<file path="config.mk">
export PLATFORM = sky130hd
export DESIGN_NAME = mem_port_arbiter_flat
export DESIGN_NICKNAME = d
export VERILOG_FILES = /design/src/rtl/mem_port_arbiter_if.sv /design/src/rtl/mem_port_arbiter.sv /design/src/flat_wrapper.sv
export SDC_FILE = /design/constraint.sdc
export NUM_CORES = 1
export LEC_CHECK = 0
export CAP_MARGIN = 20
export CORE_UTILIZATION = 41
export DETAILED_ROUTE_END_ITERATION = 7
export DONT_BUFFER_PORTS = 1
export PLACE_DENSITY_LB_ADDON = 0.2
export SKIP_LAST_GASP = 1
export SYNTH_ARGS = -nofsm -noshare
export SYNTH_HDL_FRONTEND = slang
export SYNTH_SLANG_ARGS = --single-unit
export TNS_END_PERCENT = 20
</file>
<file path="constraint.sdc">
create_clock -name clk -period 1.85 [get_ports clk]
set_clock_uncertainty 0.1 [all_clocks]
set_input_delay 0.0925 -clock clk [delete_from_list [all_inputs] [get_ports clk]]
set_output_delay 0.0925 -clock clk [all_outputs]
set_load 0.02 [all_outputs]
</file>
<file path="src/rtl/mem_port_arbiter_if.sv">
// Handshake and memory bus bundle for mem_port_arbiter.
// The master modport is the arbiter's view; slave is the pipeline/memory view.
interface mem_port_arbiter_if #(
  parameter int ADDR_W = 9
);
  logic              if_req;
  logic [ADDR_W-1:0] if_addr;
  logic              if_valid;
  logic [31:0]       if_inst;
  logic              d_req;
  logic              d_we;
  logic [2:0]        d_f3;
  logic [ADDR_W-1:0] d_addr;
  logic [31:0]       d_wdata;
  logic              d_valid;
  logic [31:0]       d_rdata;
  logic              d_err;
  logic              stall;
  logic              mem_req;
  logic              mem_we;
  logic [ADDR_W-1:0] mem_addr;
  logic [3:0]        mem_be;
  logic [31:0]       mem_wdata;
  logic [31:0]       mem_rdata;

  modport master (
    input  if_req, if_addr, d_req, d_we, d_f3, d_addr, d_wdata, mem_rdata,
    output if_valid, if_inst, d_valid, d_rdata, d_err, stall,
    output mem_req, mem_we, mem_addr, mem_be, mem_wdata
  );

  modport slave (
    output if_req, if_addr, d_req, d_we, d_f3, d_addr, d_wdata, mem_rdata,
    input  if_valid, if_inst, d_valid, d_rdata, d_err, stall,
    input  mem_req, mem_we, mem_addr, mem_be, mem_wdata
  );
endinterface

</file>
<file path="src/rtl/mem_port_arbiter.sv">
// Single-port unified memory arbiter between instruction fetch and load/store.
// Optional MEM_ARB_RR_EN selects round-robin arbitration instead of data-over-fetch priority.
module mem_port_arbiter #(
  parameter int ADDR_W    = 9,
  parameter int DATA_BASE = 200,
  parameter int MEM_TOP   = 511
) (
  input  logic               clk,
  input  logic               rst,
  mem_port_arbiter_if.master bus
);

  localparam int BW = ADDR_W + 1;
  localparam int EW = ADDR_W + 2;

  typedef enum logic [2:0] {
    ST_IDLE     = 3'd0,
    ST_ISSUE_IF = 3'd1,
    ST_ISSUE_D  = 3'd2,
    ST_RESP_IF  = 3'd3,
    ST_RESP_D   = 3'd4,
    ST_ERR_D    = 3'd5
  } state_t;

  state_t            state_r;
  state_t            state_s;

  logic [2:0]        d_size_s;
  logic [BW-1:0]     d_base_s;
  logic [EW-1:0]     d_end_s;
  logic              mis_s;
  logic              range_s;
  logic              acc_err_s;

  logic              req_if_s;
  logic              req_d_s;
  logic              pick_d_s;
  logic              grant_if_s;
  logic              grant_d_s;

  logic              mem_req_r;
  logic              mem_we_r;
  logic [ADDR_W-1:0] mem_addr_r;
  logic [3:0]        mem_be_r;
  logic [31:0]       mem_wdata_r;
  logic              rsp_we_r;
  logic [2:0]        rsp_f3_r;

  logic              if_valid_s;
  logic [31:0]       if_inst_s;
  logic              d_valid_s;
  logic [31:0]       d_rdata_s;
  logic              flag_err_s;
  logic              stall_s;

  function automatic logic [2:0] f3_size(input logic [2:0] f3);
    case (f3)
      3'b001, 3'b101: f3_size = 3'd2;
      3'b010:         f3_size = 3'd4;
      default:        f3_size = 3'd1;
    endcase
  endfunction

  function automatic logic [3:0] f3_be(input logic [2:0] f3);
    case (f3)
      3'b001, 3'b101: f3_be = 4'b0011;
      3'b010:         f3_be = 4'b1111;
      default:        f3_be = 4'b0001;
    endcase
  endfunction

  // Unlisted funct3 codes fall back to a signed byte load.
  function automatic logic [31:0] load_extend(input logic [2:0] f3, input logic [31:0] raw);
    case (f3)
      3'b001:  load_extend = {{16{raw[15]}}, raw[15:0]};
      3'b010:  load_extend = raw;
      3'b100:  load_extend = {24'd0, raw[7:0]};
      3'b101:  load_extend = {16'd0, raw[15:0]};
      default: load_extend = {{24{raw[7]}}, raw[7:0]};
    endcase
  endfunction

  assign d_size_s  = f3_size(bus.d_f3);
  assign d_base_s  = BW'(DATA_BASE) + BW'(bus.d_addr);
  assign d_end_s   = EW'(d_base_s) + EW'(d_size_s) - EW'(1'b1);
  assign range_s   = (d_end_s > EW'(MEM_TOP));
  assign acc_err_s = mis_s | range_s;

  // Natural-alignment check on the window offset.
  always_comb begin
    mis_s = 1'b0;
    case (d_size_s)
      3'd2:    mis_s = bus.d_addr[0];
      3'd4:    mis_s = (bus.d_addr[1:0] != 2'b00);
      default: mis_s = 1'b0;
    endcase
  end

  // The requester being completed this cycle is excluded from re-arbitration.
  assign req_if_s = bus.if_req & (state_r != ST_RESP_IF);
  assign req_d_s  = bus.d_req & (state_r != ST_RESP_D);

`ifdef MEM_ARB_RR_EN
  logic last_d_r;

  assign pick_d_s = req_d_s & (~req_if_s | ~last_d_r);

  // Round-robin pointer: remembers which requester was granted last.
  always_ff @(posedge clk or posedge rst) begin
    if (rst) begin
      last_d_r <= 1'b0;
    end else if (grant_d_s) begin
      last_d_r <= 1'b1;
    end else if (grant_if_s) begin
      last_d_r <= 1'b0;
    end else begin
      last_d_r <= last_d_r;
    end
  end
`else
  assign pick_d_s = req_d_s;
`endif

  // Next-state and grant decode.
  always_comb begin
    state_s    = state_r;
    grant_if_s = 1'b0;
    grant_d_s  = 1'b0;
    case (state_r)
      ST_ISSUE_IF: state_s = ST_RESP_IF;
      ST_ISSUE_D:  state_s = ST_RESP_D;
      ST_ERR_D:    state_s = ST_IDLE;
      ST_IDLE, ST_RESP_IF, ST_RESP_D: begin
        if (pick_d_s) begin
          grant_d_s = 1'b1;
          state_s   = acc_err_s ? ST_ERR_D : ST_ISSUE_D;
        end else if (req_if_s) begin
          grant_if_s = 1'b1;
          state_s    = ST_ISSUE_IF;
        end else begin
          state_s = ST_IDLE;
        end
      end
      default: state_s = ST_IDLE;
    endcase
  end

  // FSM state register.
  always_ff @(posedge clk or posedge rst) begin
    if (rst) begin
      state_r <= ST_IDLE;
    end else begin
      state_r <= state_s;
    end
  end

  // Memory strobe and fields are loaded at grant, so they are only live during ISSUE.
  always_ff @(posedge clk or posedge rst) begin
    if (rst) begin
      mem_req_r   <= 1'b0;
      mem_we_r    <= 1'b0;
      mem_addr_r  <= {ADDR_W{1'b0}};
      mem_be_r    <= 4'b0000;
      mem_wdata_r <= 32'd0;
      rsp_we_r    <= 1'b0;
      rsp_f3_r    <= 3'b000;
    end else if (grant_d_s && !acc_err_s) begin
      mem_req_r   <= 1'b1;
      mem_we_r    <= bus.d_we;
      mem_addr_r  <= d_base_s[ADDR_W-1:0];
      mem_be_r    <= f3_be(bus.d_f3);
      mem_wdata_r <= bus.d_wdata;
      rsp_we_r    <= bus.d_we;
      rsp_f3_r    <= bus.d_f3;
    end else if (grant_if_s) begin
      mem_req_r   <= 1'b1;
      mem_we_r    <= 1'b0;
      mem_addr_r  <= bus.if_addr;
      mem_be_r    <= 4'b1111;
      mem_wdata_r <= 32'd0;
      rsp_we_r    <= rsp_we_r;
      rsp_f3_r    <= rsp_f3_r;
    end else begin
      mem_req_r   <= 1'b0;
      mem_we_r    <= 1'b0;
      mem_addr_r  <= {ADDR_W{1'b0}};
      mem_be_r    <= 4'b0000;
      mem_wdata_r <= 32'd0;
      rsp_we_r    <= rsp_we_r;
      rsp_f3_r    <= rsp_f3_r;
    end
  end

  // Response decode: valid pulses come straight off mem_rdata in the RESP cycle.
  always_comb begin
    if_valid_s = 1'b0;
    if_inst_s  = 32'd0;
    d_valid_s  = 1'b0;
    d_rdata_s  = 32'd0;
    flag_err_s = 1'b0;
    case (state_r)
      ST_RESP_IF: begin
        if_valid_s = 1'b1;
        if_inst_s  = bus.mem_rdata;
      end
      ST_RESP_D: begin
        d_valid_s = 1'b1;
        if (!rsp_we_r) begin
          d_rdata_s = load_extend(rsp_f3_r, bus.mem_rdata);
        end else begin
          d_rdata_s = 32'd0;
        end
      end
      ST_ERR_D: begin
        d_valid_s  = 1'b1;
        flag_err_s = 1'b1;
      end
      default: begin
        if_valid_s = 1'b0;
      end
    endcase
  end

  // Reset forces stall low even while requesters keep their request asserted.
  assign stall_s = ~rst & ((bus.if_req & ~if_valid_s) | (bus.d_req & ~d_valid_s));

  assign bus.if_valid  = if_valid_s;
  assign bus.if_inst   = if_inst_s;
  assign bus.d_valid   = d_valid_s;
  assign bus.d_rdata   = d_rdata_s;
  assign bus.d_err     = flag_err_s;
  assign bus.stall     = stall_s;
  assign bus.mem_req   = mem_req_r;
  assign bus.mem_we    = mem_we_r;
  assign bus.mem_addr  = mem_addr_r;
  assign bus.mem_be    = mem_be_r;
  assign bus.mem_wdata = mem_wdata_r;

endmodule

</file>
<file path="src/flat_wrapper.sv">
// flat-port wrapper written by rule: the top's interface ports become plain ports
module mem_port_arbiter_flat 
#(
  parameter int ADDR_W    = 9,
  parameter int DATA_BASE = 200,
  parameter int MEM_TOP   = 511
)
  (clk, rst, bus_if_req, bus_if_addr, bus_d_req, bus_d_we, bus_d_f3, bus_d_addr, bus_d_wdata, bus_mem_rdata, bus_if_valid, bus_if_inst, bus_d_valid, bus_d_rdata, bus_d_err, bus_stall, bus_mem_req, bus_mem_we, bus_mem_addr, bus_mem_be, bus_mem_wdata);
  mem_port_arbiter_if #(.ADDR_W(ADDR_W)) bus_i ();
  input  logic clk;
  input  logic rst;
  input wire logic [$bits(bus_i.if_req)-1:0] bus_if_req;
  input wire logic [$bits(bus_i.if_addr)-1:0] bus_if_addr;
  input wire logic [$bits(bus_i.d_req)-1:0] bus_d_req;
  input wire logic [$bits(bus_i.d_we)-1:0] bus_d_we;
  input wire logic [$bits(bus_i.d_f3)-1:0] bus_d_f3;
  input wire logic [$bits(bus_i.d_addr)-1:0] bus_d_addr;
  input wire logic [$bits(bus_i.d_wdata)-1:0] bus_d_wdata;
  input wire logic [$bits(bus_i.mem_rdata)-1:0] bus_mem_rdata;
  output wire logic [$bits(bus_i.if_valid)-1:0] bus_if_valid;
  output wire logic [$bits(bus_i.if_inst)-1:0] bus_if_inst;
  output wire logic [$bits(bus_i.d_valid)-1:0] bus_d_valid;
  output wire logic [$bits(bus_i.d_rdata)-1:0] bus_d_rdata;
  output wire logic [$bits(bus_i.d_err)-1:0] bus_d_err;
  output wire logic [$bits(bus_i.stall)-1:0] bus_stall;
  output wire logic [$bits(bus_i.mem_req)-1:0] bus_mem_req;
  output wire logic [$bits(bus_i.mem_we)-1:0] bus_mem_we;
  output wire logic [$bits(bus_i.mem_addr)-1:0] bus_mem_addr;
  output wire logic [$bits(bus_i.mem_be)-1:0] bus_mem_be;
  output wire logic [$bits(bus_i.mem_wdata)-1:0] bus_mem_wdata;
  assign bus_i.if_req = bus_if_req;
  assign bus_i.if_addr = bus_if_addr;
  assign bus_i.d_req = bus_d_req;
  assign bus_i.d_we = bus_d_we;
  assign bus_i.d_f3 = bus_d_f3;
  assign bus_i.d_addr = bus_d_addr;
  assign bus_i.d_wdata = bus_d_wdata;
  assign bus_i.mem_rdata = bus_mem_rdata;
  assign bus_if_valid = bus_i.if_valid;
  assign bus_if_inst = bus_i.if_inst;
  assign bus_d_valid = bus_i.d_valid;
  assign bus_d_rdata = bus_i.d_rdata;
  assign bus_d_err = bus_i.d_err;
  assign bus_stall = bus_i.stall;
  assign bus_mem_req = bus_i.mem_req;
  assign bus_mem_we = bus_i.mem_we;
  assign bus_mem_addr = bus_i.mem_addr;
  assign bus_mem_be = bus_i.mem_be;
  assign bus_mem_wdata = bus_i.mem_wdata;
  mem_port_arbiter #(.ADDR_W(ADDR_W), .DATA_BASE(DATA_BASE), .MEM_TOP(MEM_TOP)) u_core (.clk(clk), .rst(rst), .bus(bus_i));
endmodule
</file>
==> reports/metrics.cfg, run 1 <==
[run_status]
status=complete, but fails checks
failed_checks=negative setup slack

[timing]
slew_headroom_pct=66.9
worst_slack_ps=-637
period_share_pct=134
setup-violations-final=76
min_period_ps=2490
rsz0062_at_grt=yes
finalHoldViolCount=0
max_freq_mhz=402
worst_slew_pin_slew_ps=496
drv_slew=0

[layout]
fillers=619
design_area_sq_mm=0.00456
drive_gt1_share_pct=26.4
post-route-util_pct=61.9
layout.nets=553
diodes=0
multi_input_area_sq_mm=0.00189
seqCellArea_sq_mm=0.00130
synthToLayoutAreaGrowth_pct=43.9

[worst_setup_path]
arrival_ps=2580
end_kind=flop
critPathMaxFanout=4
reg2reg_from=u_core.state_r[1]
cp-start-kind=primary input
crit_family=simple AND/OR/NAND/NOR gates
cpPeakStageDelay_ps=380
path_cells=nor3b_4 > inv_2 > nand2_4 > ha_4 > inv_2 > ha_4 > fa_2 > nand3_2 > a21oi_2 > o21ai_2 > a32oi_2 > mux2i_2 > nor4_4 > buf_4 > mux2_4
worstReg2RegEnd=u_core.rsp_f3_r[0]
crit_type=primary input to flop
cp.required_ps=1950
r2r_cells=5
path_buf_inv=3
r2r_slack_ps=120
cp_slowest_cell=fa_2

[route]
first_iter_violations=95
post_drt_via_cell_ratio=5.11
ant_nets=0
drc=0
wl_per_cell_um=16.1
wl_um=8840
firstDrtPassIters=4
vias=2809

[global_routing]
antenna_found_initial=0
overflow=0
grt_usage_pct=21.6
grt_max_degree=35
grt_pass1_vias=2823
grt_pass1_wl_um=14000

[floorplanning]
initial_core_util_pct=43.0
ios=205
die_w_um=89.9
rows=31
core_area_sq_mm=0.00737
die_area_sq_mm=0.00809
dieHeight_um=89.9

[placement]
dp_slack_ps=-1140
dp_hpwl_um=6370
dpl_cell_area_sq_mm=0.00375
port_buffers=0
gp_congestion=0.831

[synthesis]
synth_edf_count=0
syn_avg_cell_area_sq_um=9.13
syn_inst=347
synthFlopType=dfrtp_1
ys_async_sr_fraction_pct=100
synth_seq_cells=52
ys_types=46
seq_area_frac_synth_pct=41.1
synth.net_count=450
ys_warn_count=0
synthesis.area_sq_mm=0.00317

[min_path]
whs_path_depth=3
min-delay-start=bus_d_f3[2]
hold_path_end=u_core.bus.mem_be[2]
min-delay-path-class=primary input to flop

[job]
cap_violations=0

[pwr]
power.density_mw_per_mm2=1020
ir_worst_vdd_v=0.000519
finalPower_uw=4640
leakagePower_uw=0.00219

[clock_network]
clkLatencyLatePin_ps=300
clk_path_buf_depth=2
root_buffer=clkbuf_8
cts_tree=built
cts.clk_slew.worst_paths_ps=90
cts_buffers=5
cts_max_level=2
clock_sinks=52

worst max path at each step:
stage / from / cells after the start / endpoint
final: bus_d_f3[2] / 15 / u_core.rsp_f3_r[0]
after global routing: bus_d_f3[2] / 15 / u_core.rsp_f3_r[0]
after CTS: bus_d_addr[4] / 12 / u_core.rsp_f3_r[1]
after detailed placement: bus_d_f3[2] / 15 / u_core.rsp_f3_r[1]
after global placement: bus_d_f3[2] / 15 / u_core.rsp_f3_r[1]
after floorplan: bus_d_addr[5] / 14 / u_core.rsp_f3_r[0]
per-layer routing:
metal | vias up | wire length, um | GRT usage (%)
li1 | 1348 | - | -
met1 | 1324 | 3890 | 28.0
met2 | 127 | 4200 | 35.6
met3 | 10 | 649 | 6.18
met4 | 0 | 103 | 5.24
met5 | - | 0 | 0
placed cells by master, fill, tap and decap left out, drive strengths merged, types with 4 or more instances in the layout:
cell type     n
nor2b         4
nand2        24
buf          70
clkbuf        6
mux2          4
o21ai         5
inv          25
a21o          4
a21oi        32
nor2         17
nand2b        8
and2         77
o22ai         9
xor2          4
ha           12
dlygate4sd3  50
dfrtp        52
and3          6
nand3         5
a22o         10
worst register-to-register path: cells and delay by family, from the launching register on:
family | cells | cell delay [ps]
AND/OR/NAND/NOR | 1 | 330
XOR/XNOR | 1 | 160
multiplexers | 1 | 290
buffers and inverters | 2 | 360
flip-flops | 1 | 380
power breakdown:
group,switching [uW],leakage [uW],internal (uW)
sequential,258,0.000709,1310
combinational,1370,0.00144,1060
clock,379,0.0000414,270
cell usage after synthesis (5+ instances only):
cell type	n	area share, %
clkbuf_1	14	1.7
ha_1	12	4.7
nand2_1	23	2.7
a22o_1	10	2.8
nand2b_1	8	1.6
nor2_1	17	2.0
inv_1	25	3.0
dfrtp_1	52	41
a21oi_1	32	5.1
o22ai_1	9	1.8
and3_1	5	0.99
and2_1	77	15
through the flow:
stage / std cells / setup TNS (ps) / hold slack, ps
after floorplan: 347 / -44800 / 121
after global placement: 486 / -52520 / -71.9
after detailed placement: 486 / -54630 / -66.3
after CTS: 548 / -32740 / 5.29
after global routing: 550 / -40750 / 2.47
final: 550 / -29600 / 13.1
flip-flops by register name, indices dropped and copies added (netlist names):
register	cells
u_core.bus.mem_wdata	32
u_core.bus.mem_addr	9
u_core.rsp_f3_r	3
u_core.state_r	3
u_core.bus.mem_be	2
u_core.bus.mem_req	1
u_core.bus.mem_we	1
u_core.rsp_we_r	1
cell type report:
class,instances,share of cell area [%]
clock buffer,6,1.59
clock inverter,2,0.357
inverter,25,2.11
multi-input combinational,246,41.4
sequential,52,28.5
tap,99,2.72
timing repair buffer,120,23.3
kinds of logic after synthesis:
logic type | count (synthesis) | synth area share [%]
AND/OR/NAND/NOR | 148 | 26.8
buffers and inverters | 49 | 6.75
XOR/XNOR | 7 | 2.53
flip-flops | 52 | 41.1
AO/OA/AOI/OAI | 73 | 15.7
adder cells (fa/ha/maj) | 13 | 5.37
multiplexers | 5 | 1.74
what timing repair did:
| action | CTS | global route |
|---|---|---|
| gates resized for setup | 17 | 15 |
| setup endpoints to repair | 76 | 85 |
| hold endpoints to repair | 70 | 0 |
| hold buffers | 50 | 0 |
| pin swaps | 16 | 14 |
| setup buffers | 4 | 2 |
No activity file was read; power rests on OpenSTA's default activity.
==> run 2, diff against run 1 <==
--- a/constraint.sdc
+++ b/constraint.sdc
@@ -3,3 +3,3 @@
 set_input_delay 0.0925 -clock clk [delete_from_list [all_inputs] [get_ports clk]]
 set_output_delay 0.0925 -clock clk [all_outputs]
-set_load 0.02 [all_outputs]
+set_load 0.005 [all_outputs]
==> run 2 against run 1 <==
Compared with the run above:
- the run still ends with negative setup slack left
- maximum frequency fell by 1.3%
- largest power group unchanged
- hold slack got worse by 3.0 ps
- critical endpoint is now u_core.rsp_we_r
- critical path depth did not move
- critical path type unchanged
- design area fell by 3.5%
==> reports/metrics.cfg, run 2 (synthesis results as in run 1) <==
[worst_setup_path]
path_cells=nor3b_4 > inv_2 > nand2_2 > ha_4 > inv_2 > ha_4 > fa_2 > nand3_2 > a21oi_1 > o21ai_1 > a32oi_2 > mux2i_2 > nor4_4 > buf_4 > mux2_4
cp_slowest_cell=fa_2
cp-start-kind=primary input
cp.required_ps=1930
arrival_ps=2610
end_kind=flop
critPathMaxFanout=3
cpPeakStageDelay_ps=340
crit_type=primary input to flop

[floorplanning]
core_area_sq_mm=0.00737
ios=205
die_area_sq_mm=0.00809
die_w_um=89.9
rows=31
dieHeight_um=89.9
initial_core_util_pct=43.0

[layout]
final_cell_mix=and2_1, dfrtp_1, dlygate4sd3_1
layout.nets=529
largest_register_ff_count=32
synthToLayoutAreaGrowth_pct=38.8
drive_gt1_share_pct=22.5
fillers=604
post-route-util_pct=59.7
diodes=0
final_common_cell=and2_1

[route]
drc=0
firstDrtPassIters=4
ant_nets=0
post_drt_via_cell_ratio=5.23
vias=2751
first_iter_violations=113
wl_um=8820
wl_per_cell_um=16.8

[placement]
dp_hpwl_um=6280
gp_congestion=0.743
port_buffers=0

[run_status]
status=complete, but fails checks
failed_checks=negative setup slack

[clock_network]
clk_path_buf_depth=2
clock_sinks=52
clkLatencyLatePin_ps=300
cts_buffers=5
root_buffer=clkbuf_8
cts_max_level=2
cts.clk_slew.worst_paths_ps=100
cts_tree=built

[pwr]
combPwrFrac_pct=45.4
seq_power_share_pct=35.0
netSwitchingFraction_pct=36.8
finalPower_uw=4150
ir_worst_vdd_v=0.000499
internal_power_uw=2620
power_switching_uw=1530
power.density_mw_per_mm2=943
leakagePower_uw=0.00207
clkPwrFrac_pct=19.6

[timing]
finalHoldViolCount=0
slew_headroom_pct=66.3
period_share_pct=136
drv_slew=0
max_freq_mhz=397
setup-violations-final=76
rsz0062_at_grt=yes
min_period_ps=2520
worst_slew_pin_slew_ps=504
worst_slack_ps=-670

[min_path]
min-delay-path-class=primary input to flop

[global_routing]
grt_max_degree=43
grt_usage_pct=21.3
antenna_found_initial=0
overflow=0
grt_pass1_wl_um=14000
grt_pass1_vias=2748

[job]
cap_violations=0

## run 2: final cells by class
type / instances / area [sq um] / area share (%)
Tap cell: 99 / 124 / 2.82
Sequential cell: 52 / 1300 / 29.6
Clock inverter: 2 / 38.8 / 0.882
Multi-Input combinational cell: 246 / 1870 / 42.5
Timing Repair Buffer: 96 / 887 / 20.2
Inverter: 25 / 96.3 / 2.19
Clock buffer: 6 / 82.6 / 1.88
## run 2: power by group through the flow
stage	registers (uW)	clock network [uW]	logic [uW]
finish	1450	814	1880
global placement	1470	0	1600
global route	1480	869	2080
floorplan	1420	0	1300
CTS	1450	846	1810
detailed placement	1470	0	1640
## run 2: metrics by stage
stage / TNS (ps) / setup WS [ps] / instance area [sq um] / cells / hold slack [ps]
3_3_place_gp: -51580 / -1090 / 3530 / 454 / -180
2_1_floorplan: -42630 / -1010 / 3260 / 347 / 113
3_5_place_dp: -53930 / -1110 / 3530 / 454 / -175
4_1_cts: -33970 / -611 / 4340 / 523 / -1.76
5_1_grt: -40290 / -779 / 4400 / 526 / 17.9
6_report: -31010 / -670 / 4400 / 526 / 10.0
## run 2: per-layer routing
metal	vias up	share of wire, %	track usage [%]
met3	4	8.0	6.01
met4	0	0.56	3.23
met2	128	49	36.0
met1	1321	42	27.6
met5	-	0	0
li1	1298	-	-
## run 2: repair_timing
| action | CTS | global route |
|---|---|---|
| hold buffers | 50 | 0 |
| endpoints found under the hold margin | 101 | 0 |
| resized for setup | 21 | 6 |
| pin swaps | 12 | 2 |
| setup endpoints to repair | 76 | 76 |
| buffers inserted | 11 | 2 |
## run 2: final timing paths
path                                    from                       end  slack, ps  cells after the start
setup / recovery                 bus_d_f3[2]           u_core.rsp_we_r       -670                     15
hold / removal                 bus_d_addr[3]    u_core.bus.mem_addr[3]         10                      3
setup reg to reg           u_core.state_r[2]           u_core.rsp_we_r        120                      5
hold reg to reg              u_core.rsp_we_r           u_core.rsp_we_r        430                      1
max in group asynchronous                rst  u_core.bus.mem_wdata[15]       1060                      3
min in group asynchronous                rst    u_core.bus.mem_addr[2]        100                      2
## run 2: worst max-delay path, delay by kind of cell
kind	cells	cell delay, ps
compound gates	3	380
fa+ha+maj	3	620
mux	2	500
buf+inv	3	320
simple gates	4	680
